==> src/rtl/div_16by16.sv <==
// 16-by-16 unsigned restoring divider: one quotient bit per clock, 16 RUN cycles per operation.
// A zero divisor completes immediately with an all-ones quotient and the dividend as remainder.
module div_16by16 (
   input  logic        clk_i,
   input  logic        rst_i,
   input  logic        start_i,
   input  logic [15:0] dividend_i,
   input  logic [15:0] divisor_i,
   output logic [15:0] quot_o,
   output logic [15:0] rem_o,
   output logic        busy_o,
   output logic        done_o,
   output logic        dz_o
);

   typedef enum logic [1:0] {StIdle, StRun, StDone} state_e;

   state_e      state_q, state_d;
   logic [16:0] prem_q;
   logic [15:0] dvd_q;
   logic [15:0] dvs_q;
   logic [3:0]  cnt_q;
   logic [15:0] quot_q;
   logic [15:0] rem_q;
   logic        dz_q;

   logic        accept;
   logic [17:0] shifted;
   logic [17:0] trial;
   logic        neg;
   logic [16:0] prem_nxt;
   logic [15:0] dvd_nxt;

   assign accept = start_i && (state_q != StRun);

   // One restoring step: dvd_q shifts out dividend bits and shifts in quotient bits.
   always_comb begin
      shifted  = {prem_q, dvd_q[15]};
      trial    = shifted - {2'b00, dvs_q};
      neg      = trial[17];
      prem_nxt = neg ? shifted[16:0] : trial[16:0];
      dvd_nxt  = {dvd_q[14:0], ~neg};
   end

   always_ff @(posedge clk_i or posedge rst_i) begin
      if (rst_i) begin
         state_q <= StIdle;
      end else begin
         state_q <= state_d;
      end
   end

   always_comb begin
      state_d = state_q;
      unique case (state_q)
         StIdle, StDone: begin
            if (start_i) begin
               state_d = (divisor_i == 16'd0) ? StDone : StRun;
            end else begin
               state_d = StIdle;
            end
         end
         StRun: begin
            if (cnt_q == 4'd15) begin
               state_d = StDone;
            end
         end
         default: state_d = StIdle;
      endcase
   end

   always_comb begin
      busy_o = (state_q == StRun);
      done_o = (state_q == StDone);
   end

   always_ff @(posedge clk_i or posedge rst_i) begin
      if (rst_i) begin
         prem_q <= '0;
         dvd_q  <= '0;
         dvs_q  <= '0;
         cnt_q  <= '0;
         quot_q <= '0;
         rem_q  <= '0;
         dz_q   <= 1'b0;
      end else if (accept) begin
         prem_q <= '0;
         dvd_q  <= dividend_i;
         dvs_q  <= divisor_i;
         cnt_q  <= '0;
         if (divisor_i == 16'd0) begin
            quot_q <= 16'hFFFF;
            rem_q  <= dividend_i;
            dz_q   <= 1'b1;
         end
      end else if (state_q == StRun) begin
         prem_q <= prem_nxt;
         dvd_q  <= dvd_nxt;
         cnt_q  <= cnt_q + 4'd1;
         if (cnt_q == 4'd15) begin
            quot_q <= dvd_nxt;
            rem_q  <= prem_nxt[15:0];
            dz_q   <= 1'b0;
         end
      end
   end

   assign quot_o = quot_q;
   assign rem_o  = rem_q;
   assign dz_o   = dz_q;

endmodule

==> config.mk <==
export PLATFORM = sky130hd
export DESIGN_NAME = div_16by16
export DESIGN_NICKNAME = d
export VERILOG_FILES = /design/src/rtl/div_16by16.sv
export SDC_FILE = /design/constraint.sdc
export NUM_CORES = 1
export LEC_CHECK = 0
export BUFFER_PORTS_ARGS = -buffer_cell sky130_fd_sc_hd__buf_4
export CAP_MARGIN = 20
export CORE_AREA = 4 4 99 101
export CTS_CLUSTER_DIAMETER = 200
export DETAILED_ROUTE_END_ITERATION = 10
export DIE_AREA = 0 0 103 105
export PLACE_DENSITY = 0.76
export SETUP_SLACK_MARGIN = 0.05
export SKIP_LAST_GASP = 1
export SLEW_MARGIN = 20
export SYNTH_ARGS = -nofsm -noshare
export SYNTH_HDL_FRONTEND = slang
export SYNTH_SLANG_ARGS = --single-unit
==> constraint.sdc <==
create_clock -name clk_i -period 8.4 [get_ports clk_i]
set_input_delay 2.52 -clock clk_i [delete_from_list [all_inputs] [get_ports clk_i]]
set_output_delay 2.52 -clock clk_i [all_outputs]
set_load 0.05 [all_outputs]
==> qor.yml <==
run_status:
  status: "completed"
synth:
  syn_area_per_cell_um2: 9.07
  syn-cell-area_um2: 4840
  synth_flop_cell: "dfrtp_1"
  ys_seq_elements: 88
  yosys_warnings: 0
  synth_cells: 534
  yosysUniqueCellTypes: 52
  synth-seq-area-share_pct: 45.5
  async_flop_share_pct: 100
  synth-edff-count: 0
  syn_nets: 587
route:
  drt-initial-drc-count: 232
  wl_per_cell_um: 17.3
  route.detailed.drc: 0
  first_pass_iters: 5
  routed-via-count: 4090
  avgViaCountPerCell: 5.79
  wirelength_um: 12200
  ant_nets: 0
worst_setup_path:
  r2r-start: "dvs_q[7]"
  crit_fanout: 42
  critPathCaptureType: "output pin"
  required_ns: 5.88
  critPathArrivalTime_ns: 1.83
  r2r_end: "rem_o[15]"
  rr_worst_depth: 10
  crit_type: "reg2out"
  cp-start-kind: "register"
  r2r_setup_slack_ns: 5.29
finish:
  diodes: 0
  area_growth_pct: 16.3
  final_cell_mix: "88 x dfrtp_1, 76 x buf_4, 72 x o21ai_0"
  final_nets: 643
  final_util_pct: 62.5
  drive_above_1_share_pct: 17.0
  final_common_cell: "dfrtp_1"
sta:
  slew_violations: 0
  finalSetupViolations: 0
  slew_headroom_pct: 44.6
  skew_ns: 0.0115
  setup_tns_ns: 0
  min_period_ns: 4.35
  rsz0062_at_grt: "false"
  hold_viol_final: 0
  worstMarginPinSlew_ns: 0.831
  finalCritPeriodShare_pct: 51.8
  fmax_mhz: 230
floorplanning:
  row_count: 35
  initial_core_util_pct: 53.7
  pin_count: 70
  die_h_um: 105
  design.core.area_um2: 9020
  die-area_um2: 10800
  die_width_um: 103
cts:
  cts_resized: 0
  root_buffer: "clkbuf_8"
  cts_tree: "done"
  insertion_delay_ns: 0.36
  cts.clk_slew.worst_paths_ns: 0.09
  clockBufferDepth: 2
  numCtsBuffers: 9
  hold_buffers: 0
  clock-sinks: 88
  postCtsSetupBuffers: 0
  h-tree-depth: 3
placement:
  port_buffers: 69
  gp_congestion: 0.893
  dp_hpwl_um: 8960
flow_run:
  maxCapViolCount: 0
grt:
  grt_pass1_vias: 4062
  grt_pass1_wl_um: 20400
  antenna_found_initial: 0
  grt_max_degree: 67
  grt_overflow_total: 0
  grt_usage_pct: 24.0
min_path:
  hold_path_class: "reg2reg"
  holdPathEnd: "quot_o[10]"
  min_from: "quot_o[10]"
  whs_path_depth: 2
## metal layers
metal  global-route usage [%]  wire [um]
met5                        0          0
met4                     7.49        272
met3                     4.27        658
met2                     37.4       5890
met1                     33.8       5430
## synth_stat cells (all sizes together) (2+ instances only)
master | count | area [um2]
o21ai | 90 | 450
dfrtp | 88 | 2200
nand2 | 67 | 251
mux2i | 31 | 310
nor2 | 30 | 113
a21oi | 29 | 149
clkbuf | 26 | 97.6
inv | 24 | 90.1
ha | 17 | 213
nand3b | 16 | 120
or3 | 15 | 93.8
nand3 | 9 | 45.0
a21o | 8 | 60.1
nand2b | 7 | 43.8
nor4 | 7 | 50.1
nor3 | 6 | 30.0
buf | 5 | 38.8
xnor2 | 5 | 43.8
xor2 | 5 | 43.8
a211oi | 4 | 35.0
and3 | 4 | 25.0
nor2b | 4 | 25.0
a31oi | 3 | 18.8
and4 | 3 | 26.3
nand4 | 3 | 18.8
or2 | 3 | 18.8
a211o | 2 | 17.5
a221o | 2 | 20.0
and2 | 2 | 12.5
o211ai | 2 | 15.0
o22ai | 2 | 12.5
o31a | 2 | 17.5
## worst max-delay path, cell delays in order, from the launching register on
cell	delay [ns]
dfrtp_1	0.37
nand2b_1	0.13
buf_4	0.26
inv_1	0.09
buf_4	0.35
buf_4	0.27
## cell type report
class	count	area [um2]
clock buffer	12	145
clock inverter	4	52.6
fill	784	3390
inverter	24	91.3
multi-input combinational	391	2430
sequential	88	2200
tap	111	139
timing repair buffer	76	571
## logic make-up (layout without fill, tap and decap cells)
logic type / after synthesis / in the layout / synth area share, %
flip-flops: 88 / 88 / 45.5
adder cells (fa/ha/maj): 18 / 18 / 4.80
AO/OA/AOI/OAI: 152 / 152 / 18.0
AND/OR/NAND/NOR: 179 / 179 / 18.6
XOR/XNOR: 10 / 10 / 1.81
multiplexers: 32 / 32 / 6.71
buffers and inverters: 55 / 116 / 4.67
## through the flow
stage                     area [um2]  setup slack, ns  instances  hold WS, ns
after floorplan                 4840             3.60        534        0.450
after global placement          5430             3.99        690        0.466
after detailed placement        5430             3.89        690        0.471
after CTS                       5630             4.03        706        0.492
after global routing            5640             3.90        706        0.513
final                           5640             4.05        706        0.486
## registers in the layout, indices dropped and copies added, names as in the netlist
name     flops
prem_q      17
dvd_q       16
dvs_q       16
quot_o      16
rem_o       16
cnt_q        4
state_q      2
dz_o         1
## worst max path at each step
stage                              from       end  slack (ns)  cells after the start
final                        state_q[1]    busy_o        4.05                      5
after CTS                    state_q[1]    busy_o        4.03                      5
after detailed placement  divisor_i[10]  rem_o[2]        3.89                      8
after global placement          start_i  rem_o[3]        3.99                      8
after global routing         state_q[1]    busy_o        3.90                      5
after floorplan                   rst_i  cnt_q[0]        3.60                      1
Power is not shown: default switching activity piles up to over one toggle a cycle in this logic, so the estimate is an artifact.
